**config.mk**
```make
export PLATFORM = sky130hd
export DESIGN_NAME = gamepad_button_encoder_flat
export DESIGN_NICKNAME = d
export VERILOG_FILES = /design/src/rtl/gamepad_button_encoder_if.sv /design/src/rtl/gamepad_button_encoder.sv /design/src/flat_wrapper.sv
export SDC_FILE = /design/constraint.sdc
export NUM_CORES = 1
export LEC_CHECK = 0
export CAP_MARGIN = 20
export CORE_UTILIZATION = 44
export CTS_BUF_LIST = sky130_fd_sc_hd__clkbuf_4
export DETAILED_ROUTE_END_ITERATION = 6
export HOLD_SLACK_MARGIN = 0.15
export PLACE_DENSITY_LB_ADDON = 0.08
export SLEW_MARGIN = 20
export SYNTH_ARGS = -nofsm -noshare
export SYNTH_HDL_FRONTEND = slang
export SYNTH_SLANG_ARGS = --single-unit
```
**constraint.sdc**
```tcl
create_clock -name clock -period 3.9 [get_ports clock]
set_input_delay 0.975 -clock clock [delete_from_list [all_inputs] [get_ports clock]]
set_output_delay 0.975 -clock clock [all_outputs]
set_load 0.02 [all_outputs]
```
**src/rtl/gamepad_button_encoder_if.sv**
```systemverilog
// Press handshake bundle between the button debouncers (master) and
// gamepad_button_encoder (slave).
interface gamepad_button_encoder_if #(
    parameter int unsigned NUM_BUTTONS = 8
);
    logic [NUM_BUTTONS-1:0] press_activated;
    logic [NUM_BUTTONS-1:0] press_accepted;

    modport master (
        output press_activated,
        input  press_accepted
    );

    modport slave (
        input  press_activated,
        output press_accepted
    );
endinterface

```
**src/rtl/gamepad_button_encoder.sv**
```systemverilog
// Holds accepted button presses for HOLD_FRAMES latch frames and serialises them as an
// active-low Famicom-style pad stream. Define GAMEPAD_STROBE_SYNC_EN to synchronise the strobes.
module gamepad_button_encoder #(
    parameter int unsigned NUM_BUTTONS = 8,
    parameter int unsigned HOLD_FRAMES = 2
) (
    input  logic                           clock,
    input  logic                           reset_n,
    gamepad_button_encoder_if.slave        btn_if,
    input  logic                           pad_latch,
    input  logic                           pad_shift,
    output logic                           pad_data,
    output logic [NUM_BUTTONS-1:0]         buttons_held
);
    typedef enum logic [1:0] {
        ST_IDLE = 2'b00,
        ST_ACK  = 2'b01,
        ST_HOLD = 2'b10
    } chan_state_e;

    localparam logic [3:0] HOLD_LOAD = (HOLD_FRAMES == 0) ? 4'd1 : 4'(HOLD_FRAMES);

    chan_state_e            state_q [NUM_BUTTONS];
    chan_state_e            state_d [NUM_BUTTONS];
    logic [3:0]             cnt_q   [NUM_BUTTONS];
    logic [3:0]             cnt_d   [NUM_BUTTONS];
    logic [NUM_BUTTONS-1:0] accepted_q;
    logic [NUM_BUTTONS-1:0] accepted_d;
    logic [NUM_BUTTONS-1:0] held;
    logic [7:0]             held8;
    logic [7:0]             shreg_q;
    logic [7:0]             shreg_d;
    logic                   latch_prev_q;
    logic                   latch_prev_d;
    logic                   shift_prev_q;
    logic                   shift_prev_d;
    logic                   latch_s;
    logic                   shift_s;
    logic                   latch_evt;
    logic                   shift_evt;

`ifdef GAMEPAD_STROBE_SYNC_EN
    logic [1:0] latch_sync_q;
    logic [1:0] latch_sync_d;
    logic [1:0] shift_sync_q;
    logic [1:0] shift_sync_d;

    always_comb begin
        latch_sync_d = {latch_sync_q[0], pad_latch};
        shift_sync_d = {shift_sync_q[0], pad_shift};
    end

    always_ff @(posedge clock) begin
        if (!reset_n) begin
            latch_sync_q <= '0;
            shift_sync_q <= '0;
        end else begin
            latch_sync_q <= latch_sync_d;
            shift_sync_q <= shift_sync_d;
        end
    end

    assign latch_s = latch_sync_q[1];
    assign shift_s = shift_sync_q[1];
`else
    assign latch_s = pad_latch;
    assign shift_s = pad_shift;
`endif

    always_comb begin
        latch_prev_d = latch_s;
        shift_prev_d = shift_s;
        latch_evt    = latch_s & ~latch_prev_q;
        shift_evt    = shift_s & ~shift_prev_q;
    end

    always_comb begin
        for (int unsigned i = 0; i < NUM_BUTTONS; i++) begin
            held[i] = (state_q[i] == ST_HOLD);
        end
    end

    // Per-channel FSM; held[] is the pre-update view, so a latch in the ACK->HOLD cycle loads 0.
    always_comb begin
        accepted_d = '0;
        for (int unsigned i = 0; i < NUM_BUTTONS; i++) begin
            state_d[i] = state_q[i];
            cnt_d[i]   = cnt_q[i];
            case (state_q[i])
                ST_IDLE: begin
                    if (btn_if.press_activated[i]) begin
                        accepted_d[i] = 1'b1;
                        state_d[i]    = ST_ACK;
                    end
                end
                ST_ACK: begin
                    cnt_d[i]   = HOLD_LOAD;
                    state_d[i] = ST_HOLD;
                end
                ST_HOLD: begin
                    if (latch_evt) begin
                        if (cnt_q[i] <= 4'd1) begin
                            state_d[i] = ST_IDLE;
                        end else begin
                            cnt_d[i] = cnt_q[i] - 4'd1;
                        end
                    end
                end
                default: begin
                    state_d[i] = ST_IDLE;
                end
            endcase
        end
    end

    // Channel i maps to shift bit 7-i; positions without a channel read as released.
    always_comb begin
        held8                  = '0;
        held8[NUM_BUTTONS-1:0] = held;
        shreg_d                = shreg_q;
        if (latch_evt) begin
            for (int unsigned i = 0; i < 8; i++) begin
                shreg_d[7-i] = ~held8[i];
            end
        end else if (shift_evt) begin
            shreg_d = {shreg_q[6:0], 1'b1};
        end
    end

    always_ff @(posedge clock) begin
        if (!reset_n) begin
            for (int unsigned i = 0; i < NUM_BUTTONS; i++) begin
                state_q[i] <= ST_IDLE;
                cnt_q[i]   <= '0;
            end
            accepted_q   <= '0;
            shreg_q      <= '1;
            latch_prev_q <= 1'b0;
            shift_prev_q <= 1'b0;
        end else begin
            for (int unsigned i = 0; i < NUM_BUTTONS; i++) begin
                state_q[i] <= state_d[i];
                cnt_q[i]   <= cnt_d[i];
            end
            accepted_q   <= accepted_d;
            shreg_q      <= shreg_d;
            latch_prev_q <= latch_prev_d;
            shift_prev_q <= shift_prev_d;
        end
    end

    assign btn_if.press_accepted = accepted_q;
    assign buttons_held          = held;
    assign pad_data              = shreg_q[7];

endmodule

```
**src/flat_wrapper.sv**
```systemverilog
// flat-port wrapper written by rule: the top's interface ports become plain ports
module gamepad_button_encoder_flat 
#(
    parameter int unsigned NUM_BUTTONS = 8,
    parameter int unsigned HOLD_FRAMES = 2
)
  (clock, reset_n, pad_latch, pad_shift, pad_data, buttons_held, btn_if_press_activated, btn_if_press_accepted);
  gamepad_button_encoder_if #(.NUM_BUTTONS(NUM_BUTTONS)) btn_if_i ();
  input  logic clock;
  input  logic reset_n;
  input  logic pad_latch;
  input  logic pad_shift;
  output logic pad_data;
  output logic [NUM_BUTTONS-1:0] buttons_held;
  input wire logic [$bits(btn_if_i.press_activated)-1:0] btn_if_press_activated;
  output wire logic [$bits(btn_if_i.press_accepted)-1:0] btn_if_press_accepted;
  assign btn_if_i.press_activated = btn_if_press_activated;
  assign btn_if_press_accepted = btn_if_i.press_accepted;
  gamepad_button_encoder #(.NUM_BUTTONS(NUM_BUTTONS), .HOLD_FRAMES(HOLD_FRAMES)) u_core (.clock(clock), .reset_n(reset_n), .btn_if(btn_if_i), .pad_latch(pad_latch), .pad_shift(pad_shift), .pad_data(pad_data), .buttons_held(buttons_held));
endmodule
```
# Word-level counts from Yosys, hierarchy flattened
# Memories as Yosys holds them, arrays and structs flattened.
# Index checks and enable logic that the tools add are counted.
# Widths: inputs -> output; s select.
word_totals:
  ff_bits: 18
  output_inout_bits: 17
  ram_bits: 48
  inputBits: 12
  memories: 2
  wordCells: 174
classes:
  add_sub_neg: 8
  reduce_logical: 17
  muxes: 84
  n_eq_ne: 16
  n_bitwise: 28
  magnitude_cmp: 8
memory_table:
  columns: ["name", "depth", "width", "read_ports", "rd_ports_with_merged_regs", "write_ports", "line", "text"]
  rows:
  - ["u_core.cnt_q", 8, 4, 8, 0, 8, "gamepad_button_encoder.sv:25", "logic [3:0] cnt_q [NUM_BUTTONS];"]
  - ["u_core.state_q", 8, 2, 8, 0, 8, "gamepad_button_encoder.sv:23", "chan_state_e state_q [NUM_BUTTONS];"]
ops:
  columns: ["op", "n"]
  rows:
  - ["$mux 4", 24]
  - ["$mux 2", 32]
  - ["$pmux 4 s2", 8]
  - ["$pmux 2 s3", 8]
  - ["$le 4x1->1 const B", 8]
  - ["$sub 4x1->4 const B", 8]
  - ["$eq 2x1->1 const B", 8]
  - ["$eq 2x2->1 const B", 8]
  - ["$logic_not 2->1", 8]
  - ["$mux 8", 2]
  - ["$or 1x1->1", 16]
  - ["$reduce_and 2->1", 8]
  - ["$mux 1", 10]
  - ["$not 1->1", 10]
  - ["$and 1x1->1", 2]
  - ["$reduce_bool 2->1", 1]

# Logic depth before layout (Yosys ltp)
logic_depth:
  depth_word: 5
  ltp_mapped: 7
  depth_no_buf: 6

# Worst setup path before layout
# No wires, ideal clock.
synth_timing:
  path_kind: "reg2out"
  from: "memory u_core.state_q[1][5] in the netlist's numbering"
  to: "output buttons_held[6]"
  path_buffers: 1
  arrival_ns: 1.019
  path_stages_with_launch: 3
  t_required_ns: 2.925
  path_slack_ns: 1.906
  path_cell_list: "dfxtp_1 clkbuf_1 nor2b_1"
synth_rtl:
  columns: ["element", "line", "text"]
  rows:
  - ["start, declared", "gamepad_button_encoder.sv:23", null]
  - ["end, declared", "flat_wrapper.sv:14", "output logic [NUM_BUTTONS-1:0] buttons_held;"]

==> flow_summary.json <==
{
  "status": "complete, no violations",
  "critical_path_buf_inv_count": 1,
  "die_h_um": 90.53,
  "synth.distinct_cells": 53,
  "dieArea_um2": 8195,
  "gp_congestion": 0.8502,
  "synth_seq_area_share": 0.3832,
  "ys_seq_elements": 66,
  "detail_route.wl_per_cell_um": 13.35,
  "dr.first_iter.drc_count": 154,
  "path_max_fanout": 10,
  "ir_drop_mv": 0.1595,
  "ant_nets": 0,
  "io_buffers": 28,
  "cts_tree": "yes",
  "fillers": 716,
  "clock.fmax_mhz": 337.5,
  "antennaDiodeCount": 0,
  "htreeDepth": 3,
  "clockBufferDepth": 2,
  "dr_total_vias": 2922,
  "clk_pin_slew_worst_paths_ps": 100,
  "yosysWarnings": 0,
  "antenna_found_initial": 0,
  "cellLeakagePower_nw": 1.424,
  "cts_root_buf": "clkbuf_4",
  "synth.area.top_cells": "dfxtp_1 38%, ha_1 5.8%, nand2_1 3.7%, nor2_1 3.4%, nand2b_1 3.3%",
  "max_slew_margin": 0.5902,
  "hpwl_um": 4756,
  "start_util": 0.4655,
  "die_w_um": 90.53,
  "placementRows": 31,
  "areaGrowthSynthToFinish_pct": 12.70,
  "path_depth": 2,
  "synthTopCellsByCount": "66 x dfxtp_1, 34 x nand2_1, 31 x nor2_1",
  "ys.flop_type": "dfxtp_1",
  "finalClockSkew_ps": 10.28,
  "clock_latency_ps": 400,
  "path_cells": "nor2b_1, clkdlybuf4s50_1",
  "routed_wl_um": 7091,
  "yosysMostFrequentCell": "dfxtp_1",
  "p_per_area_nw_per_um2": 360.6,
  "final_nets": 455,
  "dr.pass1.iters": 6,
  "via_per_inst": 5.503,
  "crit_path_start_kind": "register",
  "whs_path_depth": 2,
  "grt_pass1_vias": 2731,
  "grt.overflow.total": 0,
  "cpMaxStageDelayCell": "clkdlybuf4s50_1",
  "hold_buffers": 0,
  "path_delay_family": "buffers and inverters",
  "final.min_clock_period_ps": 2963,
  "cp-end-kind": "output port",
  "final-max-slew-violation-count": 0,
  "synth_top_cell_by_area": "dfxtp_1",
  "fin_tns_setup_ps": 0,
  "pin_count": 29,
  "grt_usage": 0.1842,
  "setup_viol": 0,
  "cts_sinks": 66,
  "synth_cells": 412,
  "async_reset_ff_frac": 0,
  "postSynthNetCount": 440,
  "worstPathArrival_ps": 1990,
  "synth_edf_count": 0,
  "postCtsSetupBuffers": 0,
  "synth_top_cell_area_share": 0.3832,
  "drcViolationCount": 0,
  "ctsResizeCount": 0,
  "slowest_delay_ps": 690,
  "numCtsBuffers": 9,
  "rsz0062_at_grt": "no",
  "drive_gt1_frac": 0.08102,
  "cp.required_ps": 2920,
  "tightestPinTransition_ps": 614.6,
  "grt_max_degree": 45,
  "min_path_type": "reg -> reg",
  "fin_util": 0.5246,
  "drv_cap": 0,
  "r2r_setup_slack_ps": 2100,
  "reg2reg_depth": 6,
  "fin_crit_sh": 0.7598,
  "synth_area_um2": 3448,
  "core_um2": 7408,
  "syn_avg_cell_area_um2": 8.370,
  "worst-setup-path-type": "reg -> out",
  "grt_pass1_wl_um": 12540,
  "finalHoldViolCount": 0
}
layout by cell type (no fill, tap or decap), drive strengths merged, types with 6 or more instances in the layout:
cell / n
inv: 25
nor2b: 11
nand3: 7
and3: 11
a21oi: 19
nand2: 34
dfxtp: 66
o221a: 7
clkdlybuf4s50: 28
o21ai: 22
nor2: 31
o31ai: 9
ha: 16
o31a: 6
a31oi: 15
o41ai: 6
clkbuf: 9
nand2b: 18
nor3: 14
per-stage QoR:
stage	setup slack, ps	area, um2	cells	hold slack (ps)	power (W)
finish	936.8	3886	531	492.3	0.001401
global route	863.5	3886	531	543.3	0.001486
CTS	935.2	3886	531	489.5	0.001426
detailed placement	1104	3759	515	471.2	0.0009872
global placement	1134	3759	515	462.5	0.0009858
floorplan	1906	3448	412	450.8	0.0009183
registers in the layout, indices dropped and copies added (netlist names):
signal / cells
u_core.btn_if.press_accepted: 8
u_core.cnt_q: 32
u_core.latch_prev_q: 1
u_core.shift_prev_q: 1
u_core.shreg_q: 8
u_core.state_q: 16
worst paths after layout:
check / from / end
min: u_core.cnt_q[0][18] / u_core.cnt_q[0][18]
max reg2reg: u_core.cnt_q[0][12] / u_core.cnt_q[0][13]
max: u_core.state_q[1][5] / buttons_held[6]
min reg2reg: u_core.cnt_q[0][18] / u_core.cnt_q[0][18]
cell families after synthesis:
logic type,after synthesis,synth area share
AOI/OAI and AO/OA,117,0.2424
adders and majority gates,16,0.05805
buffers and inverters,53,0.06313
DFF,66,0.3832
muxes,6,0.01923
and+or+nand+nor,154,0.2340
layout make-up:
type / instances / area [um2] / area share
multi-input cells: 293 / 1909 / 0.4913
inverters: 25 / 93.84 / 0.02415
flip-flops and latches: 66 / 1321 / 0.3400
repair buffers: 32 / 310.3 / 0.07985
clock buffers: 9 / 67.56 / 0.01739
clock inverters: 7 / 60.06 / 0.01545
well taps: 99 / 123.9 / 0.03187
worst reg2reg max path, cell delays in order, from the launching register on:
cell and delay (ps):
dfxtp_1 430, inv_1 70, ha_1 220, or2_2 340, a21oi_1 250, a31oi_1 120, o221a_2 270
metal layers:
metal	wire length [um]	part of all wire	GRT usage
met1	3681	0.52	0.2505
met4	71	0.010	0.07258
met5	0	0	0
met2	3164	0.45	0.2898
met3	174	0.025	0.03030
where the power goes:
part	switching, W	internal (W)
Clock	0.000241	0.000188
Sequential	0.0000427	0.000706
Combinational	0.000120	0.000103
Total	0.000404	0.000997
(Power assumes the default switching activity.)
